File: src/rtl/led_ctrl_pkg.sv
// led_ctrl_pkg: opcodes, mode codes, FSM states and the LED step function
package led_ctrl_pkg;
  typedef enum logic [1:0] {S_OPC, S_DATA, S_APPLY} state_t;
  localparam logic [7:0] OP_MODE = 8'h01;
  localparam logic [7:0] OP_PERIOD = 8'h02;
  localparam logic [7:0] OP_PATTERN = 8'h03;
  localparam logic [2:0] M_STOP = 3'd0;
  localparam logic [2:0] M_RUN_R = 3'd1;
  localparam logic [2:0] M_RUN_L = 3'd2;
  localparam logic [2:0] M_BLINK = 3'd3;
  localparam logic [7:0] RST_PERIOD = 8'd199;
  function automatic logic valid_op(input logic [7:0] op);
    return op == OP_MODE || op == OP_PERIOD || op == OP_PATTERN;
  endfunction
  function automatic logic [7:0] next_led(input logic [2:0] m, input logic [7:0] l);
    return m == M_RUN_R ? {l[0], l[7:1]} :
           m == M_RUN_L ? {l[6:0], l[7]} :
           m == M_BLINK ? ~l : l;
  endfunction
endpackage

File: src/rtl/led_tick_gen.sv
// led_tick_gen: 1 ms prescaler plus ms counter producing the pattern step tick
module led_tick_gen #(
  parameter int TICK_DIV = 25000
) (
  input  logic       clk,
  input  logic       rst,
  input  logic       clr,
  input  logic [7:0] period,
  output logic       ms_tick,
  output logic       step_tick
);
  localparam int PW = TICK_DIV > 1 ? $clog2(TICK_DIV) : 1;
  logic [PW-1:0] pre;
  logic [7:0]    cnt;
  assign ms_tick = pre == PW'(TICK_DIV - 1);
  assign step_tick = ms_tick && cnt == period;
  // prescaler wraps at TICK_DIV-1; ms counter restarts on every step or clear
  always_ff @(posedge clk) begin
    if (rst || clr) begin
      pre <= '0;
      cnt <= '0;
    end else begin
      pre <= ms_tick ? '0 : pre + 1'b1;
      if (ms_tick) cnt <= step_tick ? '0 : cnt + 1'b1;
    end
  end
endmodule

File: src/rtl/led_pattern_ctrl.sv
// led_pattern_ctrl: two-byte command parser driving a timed LED pattern engine
module led_pattern_ctrl
  import led_ctrl_pkg::*;
#(
  parameter int TICK_DIV = 25000,
  parameter int TIMEOUT_MS = 255
) (
  input  logic       ext_clk_25m,
  input  logic       ext_rst,
  input  logic [7:0] cmd_data,
  input  logic       cmd_valid,
  output logic       cmd_ready,
  output logic [7:0] led,
  output logic [2:0] mode,
  output logic       step,
  output logic       cmd_err
);
  state_t      state, state_nx;
  logic [7:0]  opc, dat, period;
  logic [15:0] to_cnt;
  logic        rdy_en, ms_tick, step_tick, acc, timeout, bad_op, bad_mode, clr;
  assign cmd_ready = rdy_en && state != S_APPLY;
  assign acc = cmd_valid && cmd_ready;
  assign timeout = state == S_DATA && !acc && ms_tick && to_cnt == 16'(TIMEOUT_MS - 1);
  led_tick_gen #(.TICK_DIV(TICK_DIV)) u_tick (
    .clk      (ext_clk_25m),
    .rst      (ext_rst),
    .clr      (clr),
    .period   (period),
    .ms_tick  (ms_tick),
    .step_tick(step_tick)
  );
  // state register
  always_ff @(posedge ext_clk_25m) begin
    if (ext_rst) state <= S_OPC;
    else state <= state_nx;
  end
  // next state plus opcode/mode error and tick-clear decode
  always_comb begin
    state_nx = state;
    bad_op = 1'b0;
    bad_mode = 1'b0;
    clr = 1'b0;
    if (state == S_OPC && acc) begin
      bad_op = !valid_op(cmd_data);
      state_nx = bad_op ? S_OPC : S_DATA;
    end else if (state == S_DATA && acc) begin
      state_nx = S_APPLY;
    end else if (timeout) begin
      state_nx = S_OPC;
    end else if (state == S_APPLY) begin
      state_nx = S_OPC;
      bad_mode = opc == OP_MODE && dat[2:0] > M_BLINK;
      clr = (opc == OP_MODE && !bad_mode) || opc == OP_PERIOD;
    end
  end
  // command capture, pattern registers and registered pulses; apply beats a coincident step
  always_ff @(posedge ext_clk_25m) begin
    if (ext_rst) begin
      led <= 8'h01;
      mode <= M_RUN_R;
      period <= RST_PERIOD;
      opc <= '0;
      dat <= '0;
      to_cnt <= '0;
      rdy_en <= 1'b0;
      step <= 1'b0;
      cmd_err <= 1'b0;
    end else begin
      rdy_en <= 1'b1;
      step <= step_tick && state != S_APPLY;
      cmd_err <= bad_op || bad_mode || timeout;
      to_cnt <= state != S_DATA ? '0 : to_cnt + 16'(ms_tick);
      if (state == S_OPC && acc) opc <= cmd_data;
      if (state == S_DATA && acc) dat <= cmd_data;
      if (state == S_APPLY) begin
        if (opc == OP_MODE && !bad_mode) mode <= dat[2:0];
        if (opc == OP_PERIOD) period <= dat;
        if (opc == OP_PATTERN) led <= dat;
      end else if (step_tick) begin
        led <= next_led(mode, led);
      end
    end
  end
endmodule
File: config.mk
export PLATFORM = sky130hd
export DESIGN_NAME = led_pattern_ctrl
export DESIGN_NICKNAME = d
export VERILOG_FILES = /design/src/rtl/led_ctrl_pkg.sv /design/src/rtl/led_tick_gen.sv /design/src/rtl/led_pattern_ctrl.sv
export SDC_FILE = /design/constraint.sdc
export NUM_CORES = 1
export LEC_CHECK = 0
export ABC_AREA = 1
export CAP_MARGIN = 10
export CORE_ASPECT_RATIO = 1.2
export CORE_UTILIZATION = 30
export CTS_CLUSTER_DIAMETER = 80
export CTS_CLUSTER_SIZE = 10
export DETAILED_ROUTE_END_ITERATION = 10
export GPL_TIMING_DRIVEN = 1
export PLACE_DENSITY_LB_ADDON = 0.2
export SLEW_MARGIN = 20
export SYNTH_ARGS = -nofsm -noshare
export SYNTH_HDL_FRONTEND = slang
export SYNTH_SLANG_ARGS = --single-unit
File: constraint.sdc
create_clock -name ext_clk_25m -period 3.4 [get_ports ext_clk_25m]
set_input_delay 0.85 -clock ext_clk_25m [delete_from_list [all_inputs] [get_ports ext_clk_25m]]
set_output_delay 0.85 -clock ext_clk_25m [all_outputs]
set_load 0.05 [all_outputs]
==> results.cfg, run 1 <==
[run_status]
outcome = completed

[global_routing]
overflow = 0
antenna_found_initial = 0
grt_max_degree = 22
grt_pass1_wl_mm = 15.2
track_usage_pct = 14.1
grt_pass1_vias = 3194

[setup_path]
reg2reg_setup_slack_ns = 0.80
critPathSlowestCell = clkdlybuf4s50_1
worstPathRequired_ns = 2.55
crit_top_cell = inv_2
crit_chain = inv_2 -> nand2_2 -> inv_2 -> nor2_2 -> clkdlybuf4s50_1
crit_type = reg -> out
reg2regPathDepth = 16
r2r_start = u_tick.pre[0]
regToRegEndpoint = to_cnt[14]
max_stage_delay_ns = 0.82
crit_arrival_ns = 2.14
critPathMaxFanout = 17
critPathBufInv = 3
start_kind = flip-flop
endpoint_kind = output port
cpLargestDelayFamily = buffers and inverters

[floorplanning]
die_height_microns = 129
placeableCoreArea_sq_um = 13200
start_util_pct = 30.7
rows = 46
die-area_sq_um = 14000
die_w_microns = 108
io_pins = 25

[placement]
place_congestion = 0.860
io_buffers = 24
hpwl_mm = 6.77
placed_cell_area_sq_um = 4460
dp_slack_ns = 0.748

[synthesis]
yosysSeqAreaShare_pct = 39.0
yosys.cell_types.count = 37
synthCells = 565
ys_seq_elements = 79
synth_area_per_cell_sq_um = 7.17
ys_warn_count = 0
syn_area_sq_um = 4050
syn_nets = 580

[detailed_routing]
drt-total-wl_mm = 9.16
vias = 3536
viasPerCell = 4.62
ant_nets = 0
wl_per_cell_microns = 12.0
first_pass_iters = 4
drt_iter0_markers = 161
drc = 0

[pwr]
total_power_mw = 2.04
vdd_drop_max_mv = 0.218
leakage_nw = 1.82
p_per_area_nw_per_um2 = 426

[cts]
cts_hold_buf = 0
clockBufferDepth = 2
cts_setup_buffers = 0
numCtsBuffers = 9
ctsResizeCount = 0
cts.htree.levels = 3
clockRootBuffer = clkbuf_16
clock-sinks = 79
path_clk_slew_ns = 0.06
cts_tree = built
clk_latency_ns = 0.35

[hold_path]
hold_class = reg -> reg
hp-start = opc[4]
hold_path_depth = 2
holdPathEnd = opc[4]

[sta]
fmax_mhz = 335
rsz0062_at_grt = false
whs_ns = 0.454
fin_tns_setup_ns = 0
min_period_ns = 2.99
setup_ws_ns = 0.411
maxSlewViolCount = 0
relSlewSlack_pct = 65.1
tightest_slew_ns = 0.522
setup_violations = 0
fin_crit_sh_pct = 87.9
finalHoldViolations = 0
skew_ns = 0.00559

[finish]
syn2layout_area_growth_pct = 17.8
final_common_cell = nand2_1
final_layout_size_suffix_gt1_share_pct = 12.2
nets = 607
antenna_cells = 0
fin_area_sq_um = 4780
final_cell_mix = 131 x nand2_1, 79 x dfxtp_1, 63 x inv_1

[job]
maxCapViolations = 0
[synthesized netlist by cell type]
cell | number | share of area, %
nor4_1 | 1 | 0.15
or2_2 | 1 | 0.15
ha_1 | 4 | 1.2
buf_4 | 1 | 0.19
buf_2 | 2 | 0.25
nand2_1 | 131 | 12
inv_2 | 14 | 1.3
xor2_1 | 14 | 3.0
nor2_8 | 2 | 0.99
xnor2_1 | 8 | 1.7
o211ai_1 | 7 | 1.3
and3_1 | 1 | 0.15
nor2_4 | 2 | 0.56
a31oi_1 | 1 | 0.15
nand3_1 | 55 | 6.8
or2_0 | 2 | 0.31
inv_1 | 63 | 5.8
nand3b_1 | 2 | 0.37
nor2_1 | 45 | 4.2
o21ai_0 | 13 | 1.6
nor2_2 | 13 | 2.0
nor3b_1 | 1 | 0.19
nand3_2 | 4 | 0.99
o2111ai_1 | 1 | 0.22
clkbuf_1 | 5 | 0.46
buf_6 | 2 | 0.56
o21ai_1 | 5 | 0.62
nand4_1 | 9 | 1.4
a211oi_1 | 1 | 0.19
dfxtp_1 | 79 | 39
nor3_4 | 4 | 1.6
nand3_4 | 2 | 0.86
a21oi_1 | 46 | 5.7
nor3_1 | 11 | 1.4
nor3_2 | 1 | 0.25
nand2_4 | 3 | 0.83
nand2_2 | 9 | 1.4
[worst reg2reg max path, stage by stage, from the launching register on]
cell     delay (ns)
dfxtp_1        0.39
ha_1           0.24
nand2_2        0.08
inv_1          0.06
nand4_1        0.13
nor3_4         0.27
ha_1           0.24
ha_1           0.17
nand2_1        0.07
nor2_1         0.16
nand2_1        0.12
nor2_2         0.18
inv_2          0.07
nor2_2         0.12
nand2_1        0.06
nand2_1        0.05
a21oi_1        0.05
[per-layer routing]
layer | global-route usage, % | up-vias | routed length (microns)
met1 | 16.8 | 1565 | 4220
li1 | - | 1883 | -
met3 | 3.32 | 23 | 281
met5 | 0 | - | 0
met2 | 23.5 | 65 | 4440
met4 | 7.09 | 0 | 217
[area by class of cell]
class                      instances  area (sq um)
timing repair buffer              26           255
inverter                          77           289
clock inverter                     5          63.8
sequential                        79          1580
fill                            1388          8400
multi-input combinational        399          2120
clock buffer                      11           253
tap                              168           210
[metrics by stage]
stage	util, %	cells
after floorplan	-	565
after global placement	33.8	749
after detailed placement	33.8	749
after CTS	36.2	765
after global routing	36.2	765
final	36.2	765
[where the power goes]
group | switching [mW] | total (mW) | internal (mW)
Combinational | 0.0468 | 0.0744 | 0.0276
Clock | 0.404 | 1.02 | 0.615
Sequential | 0.00656 | 0.942 | 0.936
[registers in the layout (all words and copies together) (netlist names)]
signal,count
mode,3
to_cnt,16
dat,8
opc,8
rdy_en,1
u_tick.cnt,8
state,2
led,8
period,8
u_tick.pre,15
cmd_err,1
step,1
[how the worst max path moves through the flow]
stage / startpoint / to / slack [ns] / cells past startpoint
3_5_place_dp: state[0] / cmd_ready / 0.75 / 5
5_1_grt: state[0] / cmd_ready / 0.29 / 5
2_1_floorplan: u_tick.pre[0] / to_cnt[14] / 1.19 / 16
3_3_place_gp: state[0] / cmd_ready / 0.78 / 5
4_1_cts: state[0] / cmd_ready / 0.37 / 5
6_report: state[0] / cmd_ready / 0.41 / 5
[logic make-up (layout without fill, tap and decap cells)]
group	Yosys count	after routing	share of synthesized area [%]
and+or+nand+nor	299	299	36.6
buffers and inverters	87	119	8.58
DFF	79	79	39.0
AOI/OAI and AO/OA	74	74	9.76
xor gates and xnor gates	22	22	4.75
adders and majority gates	4	4	1.23
(Power assumes the default switching activity.)
==> run 2: changes to the inputs <==
--- a/config.mk
+++ b/config.mk
@@ -14,7 +14,6 @@
 export DETAILED_ROUTE_END_ITERATION = 10
 export GPL_TIMING_DRIVEN = 1
 export PLACE_DENSITY_LB_ADDON = 0.2
-export SLEW_MARGIN = 20
 export SYNTH_ARGS = -nofsm -noshare
 export SYNTH_HDL_FRONTEND = slang
 export SYNTH_SLANG_ARGS = --single-unit
==> results of run 2 <==
Final layout, timing and power as in run 1 (identical DEF).
